--- config.mk ---
export PLATFORM = sky130hd
export DESIGN_NAME = lr_train_ctrl
export DESIGN_NICKNAME = d
export VERILOG_FILES = /design/src/rtl/lr_train_ctrl.sv
export SDC_FILE = /design/constraint.sdc
export NUM_CORES = 1
export LEC_CHECK = 0
export ABC_AREA = 0
export CAP_MARGIN = 15
export CORE_MARGIN = 2
export CORE_UTILIZATION = 60
export CTS_CLUSTER_SIZE = 12
export DETAILED_ROUTE_END_ITERATION = 8
export GPL_TIMING_DRIVEN = 0
export PLACE_DENSITY = 0.87
export SYNTH_ARGS = -nofsm -noshare
export SYNTH_HDL_FRONTEND = slang
export SYNTH_SLANG_ARGS = --single-unit
--- constraint.sdc ---
create_clock -name CLK -period 9.2 [get_ports CLK]
set_clock_uncertainty 0.2 [all_clocks]
set_input_delay 1.38 -clock CLK [delete_from_list [all_inputs] [get_ports CLK]]
set_output_delay 1.38 -clock CLK [all_outputs]
set_load 0.01 [all_outputs]
--- src/rtl/lr_train_ctrl.sv ---
// Linear-regression SGD training sequencer: walks data points/epochs, handshakes with the MAC
// datapath and produces the saturated, learning-rate-scaled error. Optional macro: LR_EARLY_STOP_EN.
module lr_train_ctrl #(
  parameter int DW    = 16,
  parameter int IDX_W = 4,
  parameter int EP_W  = 8
) (
  input  logic             CLK,
  input  logic             RST_N,
  input  logic             start,
  input  logic             abort,
  input  logic [IDX_W-1:0] num_dp,
  input  logic [EP_W-1:0]  num_epochs,
  input  logic [3:0]       lr_shift,
  output logic [IDX_W-1:0] dp_idx,
  output logic             pred_req,
  input  logic             pred_ack,
  input  logic [DW-1:0]    y_cap,
  input  logic [DW-1:0]    y_in,
  output logic             upd_req,
  input  logic             upd_ack,
  output logic [DW-1:0]    err,
`ifdef LR_EARLY_STOP_EN
  input  logic [DW-1:0]    tol,
  output logic             converged,
`endif
  output logic             busy,
  output logic             done,
  output logic [EP_W-1:0]  epoch
);

  typedef enum logic [2:0] {IDLE, PRED, ERR, UPD, NEXT, DONE} state_t;

  state_t            state_reg, state_next;
  logic [IDX_W-1:0]  dp_idx_reg, dp_idx_next;
  logic [EP_W-1:0]   epoch_reg, epoch_next;
  logic [IDX_W-1:0]  num_dp_reg, num_dp_next;
  logic [EP_W-1:0]   num_epochs_reg, num_epochs_next;
  logic [3:0]        lr_shift_reg, lr_shift_next;
  logic [DW-1:0]     y_in_reg, y_in_next;
  logic [DW-1:0]     y_cap_reg, y_cap_next;
  logic [DW-1:0]     err_reg, err_next;
  logic              pred_req_reg, upd_req_reg, busy_reg, done_reg;

  logic signed [DW:0] diff_s;
  logic signed [DW:0] shift_s;
  logic [DW-1:0]      err_sat;
  logic [EP_W-1:0]    epoch_inc;

`ifdef LR_EARLY_STOP_EN
  logic              converged_reg, converged_next;
  logic              within_reg, within_next;
  logic [DW:0]       diff_abs;
  logic              diff_ok;
`endif

  // Error path: DW+1 bits so the subtraction can never wrap before saturation.
  always_comb begin
    diff_s  = $signed({y_in_reg[DW-1], y_in_reg}) - $signed({y_cap_reg[DW-1], y_cap_reg});
    shift_s = diff_s >>> lr_shift_reg;
    if (shift_s[DW] != shift_s[DW-1]) begin
      err_sat = shift_s[DW] ? {1'b1, {(DW-1){1'b0}}} : {1'b0, {(DW-1){1'b1}}};
    end else begin
      err_sat = shift_s[DW-1:0];
    end
  end

`ifdef LR_EARLY_STOP_EN
  always_comb begin
    diff_abs = diff_s[DW] ? unsigned'(-diff_s) : unsigned'(diff_s);
    diff_ok  = (diff_abs <= {1'b0, tol});
  end
`endif

  assign epoch_inc = epoch_reg + EP_W'(1);

  always_comb begin
    state_next      = state_reg;
    dp_idx_next     = dp_idx_reg;
    epoch_next      = epoch_reg;
    num_dp_next     = num_dp_reg;
    num_epochs_next = num_epochs_reg;
    lr_shift_next   = lr_shift_reg;
    y_in_next       = y_in_reg;
    y_cap_next      = y_cap_reg;
    err_next        = err_reg;
`ifdef LR_EARLY_STOP_EN
    converged_next  = converged_reg;
    within_next     = within_reg;
`endif
    if (abort) begin
      state_next = IDLE;
    end else begin
      case (state_reg)
        IDLE: begin
          if (start) begin
`ifdef LR_EARLY_STOP_EN
            converged_next = 1'b0;
            within_next    = 1'b1;
`endif
            if (num_dp == '0 || num_epochs == '0) begin
              state_next = DONE;
            end else begin
              num_dp_next     = num_dp;
              num_epochs_next = num_epochs;
              lr_shift_next   = lr_shift;
              dp_idx_next     = '0;
              epoch_next      = '0;
              state_next      = PRED;
            end
          end
        end
        PRED: begin
          if (pred_ack) begin
            y_in_next  = y_in;
            y_cap_next = y_cap;
            state_next = ERR;
          end
        end
        ERR: begin
          err_next = err_sat;
`ifdef LR_EARLY_STOP_EN
          within_next = within_reg & diff_ok;
`endif
          state_next = UPD;
        end
        UPD: begin
          if (upd_ack) begin
            state_next = NEXT;
          end
        end
        NEXT: begin
          if (dp_idx_reg == num_dp_reg - IDX_W'(1)) begin
            dp_idx_next = '0;
            epoch_next  = epoch_inc;
            state_next  = (epoch_inc == num_epochs_reg) ? DONE : PRED;
`ifdef LR_EARLY_STOP_EN
            // A whole epoch inside tolerance ends training early.
            within_next = 1'b1;
            if (within_reg) begin
              converged_next = 1'b1;
              state_next     = DONE;
            end
`endif
          end else begin
            dp_idx_next = dp_idx_reg + IDX_W'(1);
            state_next  = PRED;
          end
        end
        DONE: begin
          state_next = IDLE;
        end
        default: begin
          state_next = IDLE;
        end
      endcase
    end
  end

  always_ff @(posedge CLK or negedge RST_N) begin
    if (!RST_N) begin
      state_reg      <= IDLE;
      dp_idx_reg     <= '0;
      epoch_reg      <= '0;
      num_dp_reg     <= '0;
      num_epochs_reg <= '0;
      lr_shift_reg   <= '0;
      y_in_reg       <= '0;
      y_cap_reg      <= '0;
      err_reg        <= '0;
      pred_req_reg   <= 1'b0;
      upd_req_reg    <= 1'b0;
      busy_reg       <= 1'b0;
      done_reg       <= 1'b0;
    end else begin
      state_reg      <= state_next;
      dp_idx_reg     <= dp_idx_next;
      epoch_reg      <= epoch_next;
      num_dp_reg     <= num_dp_next;
      num_epochs_reg <= num_epochs_next;
      lr_shift_reg   <= lr_shift_next;
      y_in_reg       <= y_in_next;
      y_cap_reg      <= y_cap_next;
      err_reg        <= err_next;
      // Status outputs decoded from the next state so they are flops aligned with state_reg.
      pred_req_reg   <= (state_next == PRED);
      upd_req_reg    <= (state_next == UPD);
      busy_reg       <= (state_next == PRED) || (state_next == ERR) ||
                        (state_next == UPD)  || (state_next == NEXT);
      done_reg       <= (state_next == DONE);
    end
  end

`ifdef LR_EARLY_STOP_EN
  always_ff @(posedge CLK or negedge RST_N) begin
    if (!RST_N) begin
      converged_reg <= 1'b0;
      within_reg    <= 1'b1;
    end else begin
      converged_reg <= converged_next;
      within_reg    <= within_next;
    end
  end

  assign converged = converged_reg;
`endif

  assign dp_idx   = dp_idx_reg;
  assign epoch    = epoch_reg;
  assign err      = err_reg;
  assign pred_req = pred_req_reg;
  assign upd_req  = upd_req_reg;
  assign busy     = busy_reg;
  assign done     = done_reg;

endmodule

==> results.toml, run 1 <==
[floorplanning]
die_area_um2 = 10400
rows = 35
coreArea_um2 = 9240
fp.dieH_um = 102
ios = 86
dieWidth_um = 102
start_util = 0.621

[cts]
postCtsSetupRepairBufs = 0
cts_tree = "built"
clockRootBuffer = "clkbuf_8"
clock-sinks = 83
clkLatencyLatePin_ps = 360
postCtsHoldBufs = 0
clkSlewWorstSetupHoldPaths_ps = 90
cts_buffer_depth = 2
cts_buffers = 9
cts_resized = 0
htree_num_levels = 3

[drt]
top_layer = "met4"
drc = 0
wl_mm = 15.0
first_pass_iters = 5
met1_length_mm = 6.31
vias = 5216
met2_length_mm = 7.23
wl_per_cell_um = 17.8
ant_nets = 0
drtIter0Drc = 407
vias_per_cell = 6.19
wl_met3_mm = 1.11

[global_route]
grt_pass1_wl_mm = 24.6
antenna_found_initial = 0
track_usage = 0.300
grt_max_degree = 54
grt_pass1_vias = 4993
grt-ovfl-total = 0

[worst_setup_path]
ff2ff_setup_slack_ps = 5790
startpoint = "num_epochs[0]"
slowest_stage = "nor3_1"
path_cells = "clkdlybuf4s50_1 -> nor4_1 -> a21oi_1 -> nand3_1 -> nor3_1 -> clkbuf_1 -> mux2_2"
crit_buf_inv = 2
cp.arrival_ps = 3790
slowest_delay_ps = 570
crit_end = "num_epochs_reg[6]"
path_class = "input port to register"
worstSetupPathDepth = 7
reg2reg_from = "y_in_reg[0]"
required_ps = 9250
r2r_end = "err[8]"
start_kind = "input port"
cp_top_family = "buffers and inverters"
worstSetupEndpointType = "register"
ff2ff_path_depth = 13
critPathMaxFanout = 10

[synth]
synth-simple-area-share = 0.166
ys_warn_count = 0
async_reset_ff_frac = 1.00
synth_area_um2 = 5740
synth_top_family_by_area = "compound AO/OA/AOI/OAI gates"
netlist_instances = 611
ys_types = 77
syn_nets = 685
ys_ff_latch = 83
synth_xor_area_frac = 0.0410
yosysSeqAreaShare = 0.362
synth_compound_area_frac = 0.217
synth_edf_count = 0
avgSynthCellArea_um2 = 9.39
synthMuxAreaShare = 0.114
synthAdderAreaFrac = 0.0449
synth_flop_cell = "dfrtp_1"

[timing]
setup_viol = 0
worstMarginPinSlew_ps = 868
finalCritPeriodShare = 0.407
rsz0062_at_grt = "false"
fin_crit_ps = 3750
slew_headroom = 0.417
fin_tns_setup_ps = 0
slew_viol_final = 0
fmaxAchievable_mhz = 267
hold_viol = 0
hold_slack_ps = 316

[pwr]
ir_drop_uv = 191
powerDensity_nw_per_um2 = 367
total_power_w = 0.00257
total_leakage_power_nw = 2.95

[job]
maxCapViolCount = 0

[hold_path]
min_path_cells = 1
holdCritPathClass = "register to register"

[cells_and_area]
final_layout_size_suffix_gt1_frac = 0.160
areaGrowthSynthToFinish_pct = 22.0
fin_nets = 782
diodes = 0
final_cells = 842

[status]
status = "finished, final reports clean"

[placement]
dpl.hpwl_mm = 11.4
portBuffers = 85
place_inst = 826
gp_congestion = 0.934
-- layer usage --
metal / up-vias / GRT usage
met5: - / 0
met4: 0 / 0.0915
met3: 35 / 0.0587
met2: 249 / 0.490
met1: 2489 / 0.406
li1: 2443 / -
-- cell type report --
| type | instances | area, um2 |
|---|---|---|
| multi-input cells | 467 | 3350 |
| fillers | 660 | 2240 |
| flip-flops and latches | 83 | 2080 |
| repair buffers | 86 | 876 |
| plain buffers | 30 | 199 |
| well taps | 129 | 161 |
| clock buffers | 11 | 141 |
| inverters | 31 | 116 |
| clock inverters | 5 | 85.1 |
-- worst min path at each step --
stage                        from             to  slack [ps]
finish               y_cap_reg[9]   y_cap_reg[9]         320
global route         y_cap_reg[9]   y_cap_reg[9]         340
CTS                 y_cap_reg[10]  y_cap_reg[10]         320
detailed placement   y_cap_reg[9]   y_cap_reg[9]         300
global placement     y_cap_reg[2]   y_cap_reg[2]         290
floorplan            y_cap_reg[1]   y_cap_reg[1]         280
-- synth_stat cells (10+ instances only) --
| cell | number | area (um2) |
|---|---|---|
| nor2_1 | 56 | 210 |
| mux2_2 | 47 | 529 |
| dfrtp_1 | 83 | 2080 |
| o21ai_0 | 37 | 185 |
| clkbuf_1 | 13 | 48.8 |
| a31oi_1 | 13 | 81.3 |
| o211ai_1 | 13 | 97.6 |
| inv_1 | 30 | 113 |
| nor3_1 | 22 | 110 |
| xor2_1 | 10 | 87.6 |
| xnor2_1 | 15 | 131 |
| ha_1 | 19 | 238 |
| nand2b_1 | 12 | 75.1 |
| nand3_1 | 19 | 95.1 |
| nand2_1 | 40 | 150 |
| a21oi_1 | 37 | 185 |
| o31ai_1 | 10 | 75.1 |
-- cell families (layout without fill, tap and decap cells) --
family,Yosys count,count (layout)
muxes,56,56
and+or+nand+nor,193,193
buffers and inverters,61,163
adders and majority gates,20,20
DFF,83,83
AOI/OAI and AO/OA,172,172
xor gates and xnor gates,26,26
-- report_power, final --
group / internal, W / switching (W)
registers: 0.000478 / 0.0000696
logic: 0.000721 / 0.000996
clock network: 0.000162 / 0.000142
-- per-stage QoR --
stage | util | instance area, um2 | setup WS, ps
detailed placement | 0.733 | 6780 | 5150
global placement | 0.731 | 6750 | 3740
CTS | 0.758 | 7000 | 5520
finish | 0.758 | 7000 | 5450
floorplan | - | 5740 | 6160
global route | 0.758 | 7000 | 5310
-- layout by cell type (no fill, tap or decap), types with 12 or more instances in the layout --
cell type / count
nand2b_1: 12
ha_1: 19
xnor2_1: 15
mux2_2: 47
clkbuf_8: 14
nand2_1: 40
clkbuf_1: 14
o21ai_0: 37
inv_1: 30
clkdlybuf4s50_1: 84
a21oi_1: 37
nor2_1: 56
o211ai_1: 13
nand3_1: 19
nor3_1: 22
a31oi_1: 13
dfrtp_1: 83
(Power assumes the default switching activity.)
==> inputs of run 2 (changes only) <==
- CORE_UTILIZATION: 60 -> 50
- PLACE_DENSITY: 0.87 -> 0.78
- clock period: 9.2 -> 3.4 ns (I/O delays scaled with it)
==> run 2 against run 1 <==
  * Setup slack worse by 5300 ps
  * Routed wire length is 3.7% higher
  * Critical path depth rose by 5
  * Sequential cell count unchanged
  * Final cell count rose by 2.7%
  * Sequential power rose to 2.7 times the previous value
  * Power rose to 2.9 times the previous value
  * Hold slack got worse by 13 ps
  * Critical path type is now register to register
==> results.toml, run 2 (synthesis gave the netlist of run 1 again) <==
[worst_setup_path]
path_cells = "inv_1 -> ha_2 -> inv_2 -> fa_2 -> a21oi_1 -> o211ai_1 -> o41ai_2 -> xnor2_1 -> mux2i_1 -> mux4_2 -> nand2b_1 -> a31oi_1"
cp_top_family = "compound AO/OA/AOI/OAI gates"
crit_buf_inv = 2
required_ps = 3470
reg2reg_from = "y_in_reg[0]"
worstSetupEndpointType = "register"
worstSetupPathDepth = 12
startpoint = "y_in_reg[0]"
cp.arrival_ps = 3360
slowest_delay_ps = 490
slowest_stage = "mux4_2"
start_kind = "register"
critPathMaxFanout = 4
r2r_end = "err[3]"
ff2ff_path_depth = 12
crit_end = "err[3]"
path_class = "register to register"
ff2ff_setup_slack_ps = 110

[timing]
fmaxAchievable_mhz = 304
fin_crit_ps = 3290
slew_viol_final = 0
hold_slack_ps = 303
finalCritPeriodShare = 0.967
worstMarginPinSlew_ps = 877
hold_viol = 0
slew_headroom = 0.410
setup_viol = 0

[job]
maxCapViolCount = 0

[global_route]
grt_pass1_vias = 5017
grt-ovfl-total = 0
track_usage = 0.254
grt_max_degree = 52
grt_pass1_wl_mm = 25.3
antenna_found_initial = 0

[cells_and_area]
fin_nets = 791
final_layout_size_suffix_gt1_frac = 0.176
final_cells = 865
layout_commonest_cell = "clkdlybuf4s50_1"
diodes = 0
fillers = 951
layout_common_cells = "clkdlybuf4s50_1, dfrtp_1, nor2_1, mux2_2, nand2_1"
areaGrowthSynthToFinish_pct = 26.3

[cts]
clock-sinks = 83
cts_buffers = 9
clkSlewWorstSetupHoldPaths_ps = 60
clockRootBuffer = "clkbuf_16"
cts_buffer_depth = 2
clkLatencyLatePin_ps = 360
cts_tree = "built"
htree_num_levels = 3

[floorplanning]
rows = 39
fp.dieH_um = 111
start_util = 0.507
dieWidth_um = 111
ios = 86
die_area_um2 = 12300
coreArea_um2 = 11300

[drt]
vias = 5130
drc = 0
vias_per_cell = 5.93
drtIter0Drc = 357
wl_mm = 15.5
wl_per_cell_um = 17.9
first_pass_iters = 5
ant_nets = 0

[pwr]
total_leakage_power_nw = 3.05
ir_drop_uv = 645
powerDensity_nw_per_um2 = 1030

[status]
status = "finished, final reports clean"

[hold_path]
holdCritPathClass = "register to register"

[placement]
place_inst = 840
portBuffers = 85
gp_congestion = 0.898
dpl.hpwl_mm = 11.7
==> run 2: changes by cell type in the layout (fill, tap and decap cells not counted), sizes merged <==
cell and delta:
buf +8, dlygate4sd3 +1, bufinv +1, clkbuf -1
==> run 2: final cells by class <==
class                      count  area (um2)  area share
timing repair buffer          95         946       0.131
tap                          143         179      0.0247
clock inverter                 6         111      0.0154
inverter                      31         116      0.0161
buffer                        30         199      0.0275
multi-input combinational    467        3380       0.466
clock buffer                  10         239      0.0330
sequential                    83        2080       0.287
==> run 2: worst min path at each step <==
stage                        from            end  cells past startpoint
finish              y_cap_reg[12]  y_cap_reg[12]                      1
global route        y_cap_reg[13]  y_cap_reg[13]                      1
CTS                 y_cap_reg[12]  y_cap_reg[12]                      1
detailed placement          RST_N   y_cap_reg[4]                      1
global placement    y_cap_reg[15]  y_cap_reg[15]                      1
floorplan                   RST_N           busy                      0
==> run 2: stage by stage <==
step | setup slack, ps | total power (W) | setup TNS [ps] | util | cell area [um2]
floorplan | 438 | 0.00480 | 0 | - | 5740
global placement | -1250 | 0.00593 | -103050 | 0.598 | 6770
detailed placement | 16.4 | 0.00602 | 0 | 0.600 | 6790
CTS | 29.4 | 0.00723 | 0 | 0.633 | 7160
global route | -40.8 | 0.00797 | -62.2 | 0.640 | 7250
finish | 111 | 0.00749 | 0 | 0.640 | 7250
==> run 2: report_power, final <==
group	internal, W	switching, W
clock	0.000739	0.000422
sequential	0.00130	0.000194
combinational	0.00209	0.00275
==> run 2: repair_timing <==
item / in CTS / in global routing
cloned: 0 / 0
buffers inserted: 0 / 8
hold buffers: 1 / 0
gates resized for setup: 1 / 7
hold endpoints to repair: 32 / 0
setup endpoints to repair: 3 / 15
pin swaps: 2 / 10
==> run 2: routing by layer <==
layer	up-vias	track usage	wire length (um)
met1	2505	0.342	6990
met2	164	0.422	7530
met5	-	0	0
met4	0	0.0774	212
met3	18	0.0426	787
li1	2443	-	-
==> inputs of run 3 (changes only) <==
- ABC_CLOCK_PERIOD_IN_PS: default -> 3400
- SLEW_MARGIN: default -> 10
==> results of run 3 <==
Same layout as run 2: the final DEF is identical, and so are final timing and power.
